[config.mk]
export PLATFORM = sky130hd
export DESIGN_NAME = bcd_count_ctrl
export DESIGN_NICKNAME = d
export VERILOG_FILES = /design/src/rtl/bcd_ctrl_pkg.sv /design/src/rtl/bcd_digit.sv /design/src/rtl/bcd_count_ctrl.sv
export SDC_FILE = /design/constraint.sdc
export NUM_CORES = 1
export LEC_CHECK = 0
export ABC_AREA = 1
export CAP_MARGIN = 20
export CORE_MARGIN = 2
export CORE_UTILIZATION = 50
export CTS_BUF_LIST = sky130_fd_sc_hd__clkbuf_8
export DETAILED_ROUTE_END_ITERATION = 16
export DONT_BUFFER_PORTS = 1
export HOLD_SLACK_MARGIN = 0.02
export PLACE_DENSITY_LB_ADDON = 0.3
export SETUP_SLACK_MARGIN = 0.02
export SLEW_MARGIN = 10
export SYNTH_ARGS = -nofsm -noshare
export SYNTH_HDL_FRONTEND = slang
export SYNTH_HIERARCHICAL = 1
export SYNTH_SLANG_ARGS = --single-unit
[constraint.sdc]
create_clock -name clk -period 1.9 [get_ports clk]
set_input_delay 0.38 -clock clk [delete_from_list [all_inputs] [get_ports clk]]
set_output_delay 0.38 -clock clk [all_outputs]
set_load 0.05 [all_outputs]
[src/rtl/bcd_ctrl_pkg.sv]
// ---------------------------------------------------------------------------
// bcd_ctrl_pkg
// Shared definitions for the two-digit BCD count controller:
//   - controller state encoding (IDLE, RUN, DONE)
//   - command opcode encoding carried on cmd_op
//   - BCD limits and the terminal value loaded at reset
//   - a helper that tells whether a byte holds two legal BCD digits
// No ports; imported by bcd_digit and bcd_count_ctrl.
// ---------------------------------------------------------------------------
package bcd_ctrl_pkg;

   // Controller state. The encoding is plain binary; the unused code 2'b11
   // is steered back to IDLE by the next-state logic.
   typedef enum logic [1:0] {
      ST_IDLE = 2'b00,
      ST_RUN  = 2'b01,
      ST_DONE = 2'b10
   } state_t;

   // Command opcodes as they appear on cmd_op.
   typedef enum logic [1:0] {
      OP_START = 2'b00,
      OP_STOP  = 2'b01,
      OP_CLEAR = 2'b10,
      OP_LOAD  = 2'b11
   } cmd_op_t;

   // Largest legal value of a single BCD digit.
   localparam logic [3:0] BCD_MAX_DIGIT = 4'd9;

   // Terminal value held after reset, before any START has been accepted.
   localparam logic [7:0] RESET_TERM = 8'h99;

   // True when both nibbles of a packed {tens,ones} byte are legal digits.
   // START and LOAD use this to reject malformed cmd_data.
   function automatic logic is_bcd(input logic [7:0] value);
      return (value[7:4] <= BCD_MAX_DIGIT) && (value[3:0] <= BCD_MAX_DIGIT);
   endfunction

endpackage

[src/rtl/bcd_digit.sv]
// ---------------------------------------------------------------------------
// bcd_digit
// One registered 4-bit BCD digit. It can be loaded with an arbitrary digit,
// or stepped by one up (9 wraps to 0) or down (0 wraps to 9). carry_o flags
// that this step wraps the digit, so the next-higher digit should step too;
// chaining carry_o into the next digit's step_en_i builds a multi-digit
// decimal counter.
//
// Ports:
//   clk          rising-edge clock
//   reset_n      asynchronous active-low reset, digit clears to 0
//   step_en_i    step the digit by one on this edge
//   down_i       step direction, 0 = up, 1 = down
//   load_i       replace the digit with load_val_i (wins over step_en_i)
//   load_val_i   digit value to load
//   digit_o      current digit
//   carry_o      carry (up) or borrow (down) out for the next digit
// ---------------------------------------------------------------------------
module bcd_digit
   import bcd_ctrl_pkg::*;
(
   input  logic       clk,
   input  logic       reset_n,
   input  logic       step_en_i,
   input  logic       down_i,
   input  logic       load_i,
   input  logic [3:0] load_val_i,
   output logic [3:0] digit_o,
   output logic       carry_o
);

   logic [3:0] digit_q;
   logic [3:0] digit_d;

   // Next digit value. A load always wins over a step so that the controller
   // can overwrite the count (LOAD / CLEAR) on the same edge it would have
   // otherwise counted. Stepping wraps at the decimal limits rather than at
   // the 4-bit binary limits, which is what keeps the nibble a legal digit.
   always_comb begin
      digit_d = digit_q;
      if (load_i) begin
         digit_d = load_val_i;
      end else if (step_en_i) begin
         if (down_i) begin
            digit_d = (digit_q == 4'd0) ? BCD_MAX_DIGIT : (digit_q - 4'd1);
         end else begin
            digit_d = (digit_q == BCD_MAX_DIGIT) ? 4'd0 : (digit_q + 4'd1);
         end
      end
   end

   // Carry/borrow out is purely a function of the step request and the
   // present digit, so a chain of digits settles in one combinational pass
   // without any loop back into this digit.
   always_comb begin
      carry_o = 1'b0;
      if (step_en_i) begin
         carry_o = down_i ? (digit_q == 4'd0) : (digit_q == BCD_MAX_DIGIT);
      end
   end

   // Digit register, cleared asynchronously.
   always_ff @(posedge clk or negedge reset_n) begin
      if (!reset_n) begin
         digit_q <= 4'd0;
      end else begin
         digit_q <= digit_d;
      end
   end

   assign digit_o = digit_q;

endmodule

[src/rtl/bcd_count_ctrl.sv]
// ---------------------------------------------------------------------------
// bcd_count_ctrl
// Two-digit BCD counter with a small command interface. START arms a
// terminal value and begins counting, STOP pauses, CLEAR zeroes the count,
// LOAD overwrites the count. While running, the count steps once per clock
// until it equals the terminal value, then the controller spends exactly one
// cycle in DONE (done high, no commands accepted) and drops back to IDLE.
// START/LOAD with a non-BCD cmd_data are swallowed and pulse err.
//
// Build option:
//   DOWN_COUNT_EN  when defined, dir selects up (0) or down (1) counting,
//                  sampled on every step; otherwise the counter only counts
//                  up and dir is ignored.
//
// Ports:
//   clk        rising-edge clock
//   reset_n    asynchronous active-low reset
//   cmd_valid  a command is presented
//   cmd_ready  a command can be accepted this cycle (low only in DONE)
//   cmd_op     00 START, 01 STOP, 10 CLEAR, 11 LOAD
//   cmd_data   BCD {tens,ones}: terminal for START, count for LOAD
//   dir        count direction, 0 = up, 1 = down
//   count      current BCD count {tens,ones}
//   running    high while in RUN
//   done       one-cycle pulse when the terminal value is reached
//   err        one-cycle pulse when a command is rejected
// ---------------------------------------------------------------------------
module bcd_count_ctrl
   import bcd_ctrl_pkg::*;
(
   input  logic       clk,
   input  logic       reset_n,
   input  logic       cmd_valid,
   output logic       cmd_ready,
   input  logic [1:0] cmd_op,
   input  logic [7:0] cmd_data,
   input  logic       dir,
   output logic [7:0] count,
   output logic       running,
   output logic       done,
   output logic       err
);

   state_t     state_q;
   state_t     state_d;
   logic [7:0] term_q;
   logic [7:0] term_d;
   logic       err_q;
   logic       err_d;

   logic       cmd_accept;
   cmd_op_t    op;
   logic       data_ok;
   logic       step_down;

   logic       count_step;
   logic       count_load;
   logic [7:0] count_load_val;

   logic [3:0] ones_digit;
   logic [3:0] tens_digit;
   logic       ones_carry;
   logic       unused_tens_carry;

   // Direction selection. With down counting compiled out the dir pin is
   // still part of the interface but has no effect on the count.
`ifdef DOWN_COUNT_EN
   assign step_down = dir;
`else
   logic unused_dir;
   assign unused_dir = dir;
   assign step_down  = 1'b0;
`endif

   // The handshake only stalls during the single DONE cycle; everything else
   // about acceptance is a plain valid-and-ready.
   assign cmd_ready  = (state_q != ST_DONE);
   assign cmd_accept = cmd_valid && cmd_ready;
   assign op         = cmd_op_t'(cmd_op);
   assign data_ok    = is_bcd(cmd_data);
   assign count      = {tens_digit, ones_digit};

   // Next-state and count-control decode. An accepted command is handled
   // first and completely masks the RUN step and the terminal compare on that
   // edge; that is what makes START leave the count alone for one edge and
   // makes LOAD swallow the step. Without a command, RUN either finishes
   // (count already equals the terminal) or steps once. DONE always falls
   // straight back to IDLE after its single cycle. Rejected START/LOAD touch
   // nothing except the err pulse.
   always_comb begin
      state_d        = state_q;
      term_d         = term_q;
      err_d          = 1'b0;
      count_step     = 1'b0;
      count_load     = 1'b0;
      count_load_val = count;

      if (cmd_accept) begin
         case (op)
            OP_START: begin
               if (data_ok) begin
                  term_d  = cmd_data;
                  state_d = ST_RUN;
               end else begin
                  err_d = 1'b1;
               end
            end
            OP_STOP: begin
               if (state_q == ST_RUN) begin
                  state_d = ST_IDLE;
               end
            end
            OP_CLEAR: begin
               count_load     = 1'b1;
               count_load_val = 8'h00;
               state_d        = ST_IDLE;
            end
            OP_LOAD: begin
               if (data_ok) begin
                  count_load     = 1'b1;
                  count_load_val = cmd_data;
               end else begin
                  err_d = 1'b1;
               end
            end
            default: begin
               state_d = state_q;
            end
         endcase
      end else begin
         case (state_q)
            ST_RUN: begin
               if (count == term_q) begin
                  state_d = ST_DONE;
               end else begin
                  count_step = 1'b1;
               end
            end
            ST_DONE: begin
               state_d = ST_IDLE;
            end
            ST_IDLE: begin
               state_d = ST_IDLE;
            end
            default: begin
               state_d = ST_IDLE;
            end
         endcase
      end
   end

   // Control registers: state, terminal value and the err pulse. Reset puts
   // the terminal at 99 so that a RUN entered without a fresh terminal still
   // has a well-defined stopping point.
   always_ff @(posedge clk or negedge reset_n) begin
      if (!reset_n) begin
         state_q <= ST_IDLE;
         term_q  <= RESET_TERM;
         err_q   <= 1'b0;
      end else begin
         state_q <= state_d;
         term_q  <= term_d;
         err_q   <= err_d;
      end
   end

   // Status outputs come from registered state only, so done and running are
   // glitch-free decodes and err is a registered one-cycle pulse.
   assign running = (state_q == ST_RUN);
   assign done    = (state_q == ST_DONE);
   assign err     = err_q;

   // The ones digit steps whenever the controller asks; the tens digit steps
   // only on the ones digit's carry/borrow, giving 99->00 on the way up and
   // 00->99 on the way down with no special wrap handling here. The tens
   // carry-out has no consumer since wrap is not reported.
   bcd_digit u_ones (
      .clk        (clk),
      .reset_n    (reset_n),
      .step_en_i  (count_step),
      .down_i     (step_down),
      .load_i     (count_load),
      .load_val_i (count_load_val[3:0]),
      .digit_o    (ones_digit),
      .carry_o    (ones_carry)
   );

   bcd_digit u_tens (
      .clk        (clk),
      .reset_n    (reset_n),
      .step_en_i  (ones_carry),
      .down_i     (step_down),
      .load_i     (count_load),
      .load_val_i (count_load_val[7:4]),
      .digit_o    (tens_digit),
      .carry_o    (unused_tens_carry)
   );

endmodule
==> qor.yml, run 1 <==
status: "finished, final reports clean"
clock_skew_ns: 0.001807
syn_area_um2: 1649
routed_wl_um: 3397
post_cts_buffers: 0
wl_per_cell_um: 10.55
cts-root-buf: "clkbuf_8"
vdd_drop_max_mv: 0.7271
hold_viol: 0
rows: 20
pwr_density_cell_nw_per_um2: 1461
holdWs_ns: 0.2176
vias_per_cell: 4.807
start_util_pct: 53.15
die-height_um: 61.43
drtPass1Iterations: 4
gp_congestion: 0.8088
area_growth_pct: 12.59
leakagePower_uw: 0.001034
antenna_found_initial: 0
die_w_um: 61.43
clock-sinks: 19
grt_usage_pct: 21.17
holdPathStages: 2
worst_setup_path_start_kind: "flop"
cts_made_buffers: 3
insertion_delay_ns: 0.25
rr_endpoint: "u_tens/digit_o[0]"
setup_tns_ns: 0
cts_tree: "yes"
tightest_slew_ns: 0.8811
dp_cells: 317
reg2reg_depth: 12
n_antenna_cell: 0
drc: 0
core-area_um2: 3103
cts_buffer_depth: 2
dp_hpwl_um: 2628
maxSlewHeadroom_pct: 41.06
rsz0062_at_grt: "yes"
multiInputGateArea_um2: 984.7
power_uw: 2712
first_global_vias: 1433
drv_slew: 0
r2r_start: "term_q[4]"
fillCellCount: 307
yosys_warnings: 6
fin_nets: 297
finalCoreUtilization_pct: 59.84
cap_violations: 0
grt_pass1_wl_um: 5947
drt_iter0_drc: 86
finalNonFillerCells: 322
syn_avg_cell_area_um2: 6.417
portBuffers: 0
grt-ovfl-total: 0
setup_viol: 0
hold-path-endpoint: "term_q[7]"
seq_area_um2: 488.0
hold_path_class: "in -> reg"
drive_gt1_share_pct: 19.78
fmax_mhz: 583.0
rrSetupSlack_ns: 0.21
h-tree-depth: 1
io_pins: 26
ant_nets: 0
period_share_pct: 90.28
grt_max_degree: 20
endpoint_kind: "output port"
synthCells: 257
clk_pin_slew_ns: 0.07
crit_arrival_ns: 1.34
path_max_fanout: 3
worst-setup-path-type: "reg -> out"
die_area_um2: 3774
required_ns: 1.52
hold_path.startpoint: "cmd_data[7]"
vias: 1548
period_needed_ns: 1.715
-- metrics by stage --
step | instance area, um^2 | setup WS [ns]
after floorplan | 1683 | 0.03487
after global placement | 1794 | 0.1295
after detailed placement | 1794 | 0.1004
after CTS | 1849 | 0.08030
after global routing | 1857 | 0.004482
final | 1857 | 0.1848
-- state kept, by name, indices dropped and copies added, names as in the netlist --
register,cells
u_ones/digit_o,4
err,1
term_q,8
state_q,2
u_tens/digit_o,4
-- critical path, stage by stage (launching register included) --
cell and delay (ns):
dfrtp_1 0.42, nor2_4 0.19, buf_4 0.23, inv_1 0.24
-- where the power goes --
group / internal (uW) / total (uW) / switching, uW
Clock: 144 / 274 / 131
Combinational: 559 / 1720 / 1160
Sequential: 580 / 716 / 136
-- how the worst max path moves through the flow --
| stage | from | endpoint | slack (ns) | cells after the start |
|---|---|---|---|---|
| floorplan | u_tens/digit_o[0] | u_tens/digit_o[0] | 0.03 | 12 |
| global placement | term_q[7] | u_tens/digit_o[0] | 0.13 | 12 |
| detailed placement | term_q[7] | u_tens/digit_o[0] | 0.10 | 12 |
| CTS | term_q[7] | u_tens/digit_o[0] | 0.08 | 12 |
| global route | term_q[4] | u_tens/digit_o[0] | 0.004 | 12 |
| finish | state_q[0] | cmd_ready | 0.18 | 3 |
-- layout make-up --
cell class | instances | area share, %
well taps | 44 | 2.965
inverters | 49 | 9.906
clock inverters | 1 | 0.2022
clock buffers | 3 | 2.224
repair buffers | 13 | 5.391
flip-flops and latches | 19 | 26.28
multi-input cells | 193 | 53.03
-- cell usage in the layout (no fill, tap or decap), drive strengths merged --
cell / count
dfrtp: 15
buf: 12
dlygate4sd3: 1
nand2: 98
clkbuf: 3
o21ai: 10
o22ai: 8
nor2: 30
conb: 8
nand4: 2
xnor2: 3
nand3: 18
ha: 4
a22oi: 4
clkinv: 2
nor3b: 1
or2: 1
a21oi: 6
dfstp: 4
inv: 48
-- metal layers --
layer | vias to the layer above | global-route usage, % | part of all wire [%]
li1 | 825 | - | -
met1 | 680 | 26.52 | 46
met2 | 38 | 37.08 | 48
met3 | 5 | 2.731 | 4.2
met4 | 0 | 8.207 | 1.8
met5 | - | 0 | 0
-- timing repair --
action,in CTS,in global routing
hold endpoints to repair,19,0
endpoints found under the setup margin,0,4
gates resized for setup,0,2
hold buffers,1,0
(Power assumes the default switching activity.)
==> run 2: changes to the inputs <==
--- a/config.mk
+++ b/config.mk
@@ -6,8 +6,8 @@
 export NUM_CORES = 1
 export LEC_CHECK = 0
 export ABC_AREA = 1
+export ABC_CLOCK_PERIOD_IN_PS = 1900
 export CAP_MARGIN = 20
-export CORE_MARGIN = 2
 export CORE_UTILIZATION = 50
 export CTS_BUF_LIST = sky130_fd_sc_hd__clkbuf_8
 export DETAILED_ROUTE_END_ITERATION = 16
==> qor.yml, run 2 (synthesis gave the netlist of run 1 again) <==
status: "finished, final reports clean"
holdWs_ns: 0.2145
portBuffers: 0
io_pins: 26
pwr_density_cell_nw_per_um2: 1462
endpoint_kind: "output port"
die-height_um: 59.43
fin_nets: 297
multiInputGateArea_um2: 993.5
die_area_um2: 3532
grtUsageMet2_pct: 36.92
busiest_layer: "met2"
startpoint: "state_q[0]"
hold_path_class: "in -> reg"
clk_pin_slew_ns: 0.07
leakagePower_uw: 0.001034
fin_ws_ns: 0.1673
drv_slew: 0
crit_arrival_ns: 1.35
worstSetupEndpoint: "cmd_ready"
rows: 20
ant_nets: 0
cap_violations: 0
vias_per_cell: 4.773
regMostFlops: "term_q"
grt_use_met3_pct: 3.712
tightest_slew_ns: 0.8814
rsz0062_at_grt: "no"
dp_hpwl_um: 2644
n_antenna_cell: 0
cts_buffer_depth: 2
worst_setup_path_start_kind: "flop"
r2r_start: "term_q[4]"
fmax_mhz: 577.1
period_needed_ns: 1.733
fillCellCount: 324
cts_made_buffers: 3
h-tree-depth: 1
antenna_found_initial: 0
drt_iter0_drc: 84
final_common_cell: "nand2_1"
wl_per_cell_um: 10.65
reg2reg_depth: 12
mostFrequentLayoutCells: "90 x nand2_1, 40 x inv_1, 21 x nor2_1"
grt-ovfl-total: 0
clock_skew_ns: 0.002721
drtPass1Iterations: 4
insertion_delay_ns: 0.25
setup_tns_ns: 0
grt_pass1_wl_um: 5954
drc: 0
finalCoreUtilization_pct: 60.16
worst-setup-path-type: "reg -> out"
required_ns: 1.52
maxSlewHeadroom_pct: 41.05
path_max_fanout: 3
start_util_pct: 53.15
area_growth_pct: 13.20
seq_area_um2: 488.0
grt_util_met1_pct: 29.20
cts-root-buf: "clkbuf_8"
period_share_pct: 91.19
drive_gt1_share_pct: 20.86
routed_wl_um: 3429
die_w_um: 59.43
core-area_um2: 3103
rr_endpoint: "u_tens/digit_o[0]"
dp_slack_ns: 0.09497
grt_max_degree: 20
clock-sinks: 19
grt_usage_pct: 22.20
hold_viol: 0
setup_viol: 0
rrSetupSlack_ns: 0.22
vias: 1537
first_global_vias: 1360
gp_congestion: 0.7936
vdd_drop_max_mv: 0.7015
largest_reg_flops: 8
cts_tree: "yes"
-- run 2: cell count changes in the layout (fill, tap and decap cells not counted), sizes merged --
cell	previous run	this run
clkinv	2	3
inv	48	47
-- run 2: metrics by stage --
step	power (uW)	area (um^2)	cells
after floorplan	2084	1683	264
after global placement	2387	1794	317
after detailed placement	2410	1794	317
after CTS	2711	1851	322
after global routing	2966	1867	322
final	2730	1867	322
-- run 2: area by class of cell --
type	instances	share of cell area, %
clock inverters	1	0.2681
flip-flops and latches	19	26.14
inverters	49	9.853
repair buffers	13	5.362
multi-input cells	193	53.22
clock buffers	3	2.212
well taps	44	2.949
-- run 2: worst max-delay path, stage by stage (launching register included) --
cell and delay [ns]:
dfrtp_1 0.43, nor2_4 0.20, buf_4 0.23, inv_1 0.24
-- run 2: what timing repair did --
action | 4_1_cts | 5_1_grt
hold endpoints to repair | 19 | 0
resized for setup | 0 | 5
hold buffers | 1 | 0
setup endpoints to repair | 0 | 6
buffers inserted | 0 | 0
-- run 2: how the worst min path moves through the flow --
stage,from,to,slack [ns],depth (start not counted)
after detailed placement,reset_n,term_q[1],0.08,0
after global placement,reset_n,term_q[1],0.08,0
after floorplan,reset_n,err,0.08,0
after CTS,cmd_data[0],term_q[0],0.21,2
after global routing,cmd_data[0],term_q[0],0.21,2
final,cmd_data[7],term_q[7],0.21,2
-- run 2: routing by layer --
metal,vias to the layer above,part of all wire [%],wire length [um]
met5,-,0,0
met4,0,1.2,40
met3,5,3.6,125
li1,822,-,-
met1,682,46,1590
met2,28,49,1673
-- run 2: report_power, final --
part | internal, uW | switching (uW)
Sequential | 580 | 139
Combinational | 562 | 1170
Clock | 146 | 133
==> patch: new RTL, flow settings as in run 2 <==
The option `DOWN_COUNT_EN` is turned on by a define.
--- a/src/rtl/bcd_count_ctrl.sv
+++ b/src/rtl/bcd_count_ctrl.sv
@@ -26,4 +26,6 @@
 //   err        one-cycle pulse when a command is rejected
 // ---------------------------------------------------------------------------
+`define DOWN_COUNT_EN
+
 module bcd_count_ctrl
    import bcd_ctrl_pkg::*;
Function: changed (a bounded check fails within 4 cycles, from zero or initial values and one cycle with reset_n low).
==> patch against run 2 <==
- area after synthesis fell by 0.23%
- setup slack improved by 0.016 ns
- sequential cell count did not move
- clock skew rose by 0.0013 ns
- count of clock-buffer cells in the layout did not move
- critical path depth rose by 5
- wire length rose by 1.7%
- total power rose by 1.2%
- cell area fell by 1.1%
- largest cell class unchanged
- largest power group unchanged
==> patch: results (changes against run 2) <==
numCtsBuffers: 3  # unchanged
grt.total_usage: 0.217  # -0.00507
crit_arrival_ns: 1.87  # +0.52 ns
layout-drive-gt1-share: 0.213  # +0.00460
p_leak_nw: 1.02  # -1.0%
routed_wl_mm: 3.49  # +1.7%
nNetsFinal: 291  # -2.0%
ys.warnings.count: 6  # unchanged
drtIter0Drc: 70  # -17%
htree_levels: 1  # unchanged
met3_usage: 0.0393  # +0.00218
firstDrtPassIters: 4  # unchanged
fin_skew_ns: 0.00406  # +0.00134 ns
clock_path_buffers: 2  # unchanged
post_drt_via_cell_ratio: 4.82  # +0.90%
worst_pin_slew_ns: 0.887  # +0.00575 ns
gp_congestion: 0.844  # +6.3%
grt_util_met2: 0.361  # -0.00803
synth_nets: 274
globalRouteMet1Util: 0.293  # +0.00136
crit_fanout: 9  # +6
grt_pass1_vias: 1366  # +0.44%
outcome: "finished, final reports clean"
dp_hpwl_mm: 2.74  # +3.6%
postCtsSetupBuffers: 0  # unchanged
grt_pass1_wl_mm: 5.82  # -2.3%
ir_worst_vdd_v: 0.000913  # +30%
clkLatencyLatePin_ns: 0.26
hold_path.class: "input port to flip-flop"
cts.clk_slew.worst_paths_ns: 0.08
largest_reg_flops: 8  # unchanged
antenna_found_initial: 0  # unchanged
grt_max_degree: 20  # unchanged
patch: stage by stage:
stage	cell area, um^2	setup WS [ns]	hold slack, ns	cells	power (mW)
after CTS	1840	0.127	0.196	316	2.77
after floorplan	1650	0.0348	0.0844	256	2.08
after global routing	1850	0.0620	0.193	316	3.00
final	1850	0.183	0.203	316	2.76
after global placement	1780	0.180	0.0848	311	2.44
after detailed placement	1780	0.150	0.0848	311	2.45
patch: worst max-delay path, stage by stage (launching register included):
cell,delay [ns]
dfrtp_1,0.42
nor2_4,0.18
nor2_8,0.06
nand3_4,0.14
nand2_1,0.21
nor2_1,0.37
nor2_1,0.10
nand2_1,0.08
nand2_1,0.05
patch: routing by layer:
layer | routed length [um] | vias to the layer above
li1 | - | 819
met1 | 1680 | 672
met2 | 1630 | 29
met3 | 170 | 2
met4 | 8 | 0
met5 | 0 | -
patch: final timing paths:
check                                     to  slack [ns]         from  cells past startpoint
min in group asynchronous         state_q[1]        0.68      reset_n                      1
max in group asynchronous  u_tens/digit_o[3]        0.61      reset_n                      1
max reg2reg                u_ones/digit_o[2]        0.18   state_q[0]                      8
max                        u_ones/digit_o[2]        0.18   state_q[0]                      8
min reg2reg                        term_q[7]        0.50    term_q[7]                      2
min                                term_q[7]        0.20  cmd_data[7]                      2
patch: report_power, final:
group	internal, mW	switching (mW)	leakage [nW]
Combinational	0.590	1.16	0.778
Sequential	0.579	0.140	0.224
Clock	0.148	0.146	0.0217
patch: layout make-up:
type	count	area, um^2
tap	44	55.1
inverter	49	184
fill	298	1230
clock inverter	1	7.51
sequential	19	488
multi-input combinational	185	955
timing repair buffer	15	115
clock buffer	3	41.3
patch: timing repair:
action | CTS | global route
hold endpoints to repair | 19 | 0
gates resized for setup | 0 | 2
setup endpoints to repair | 0 | 4
hold buffers | 1 | 0
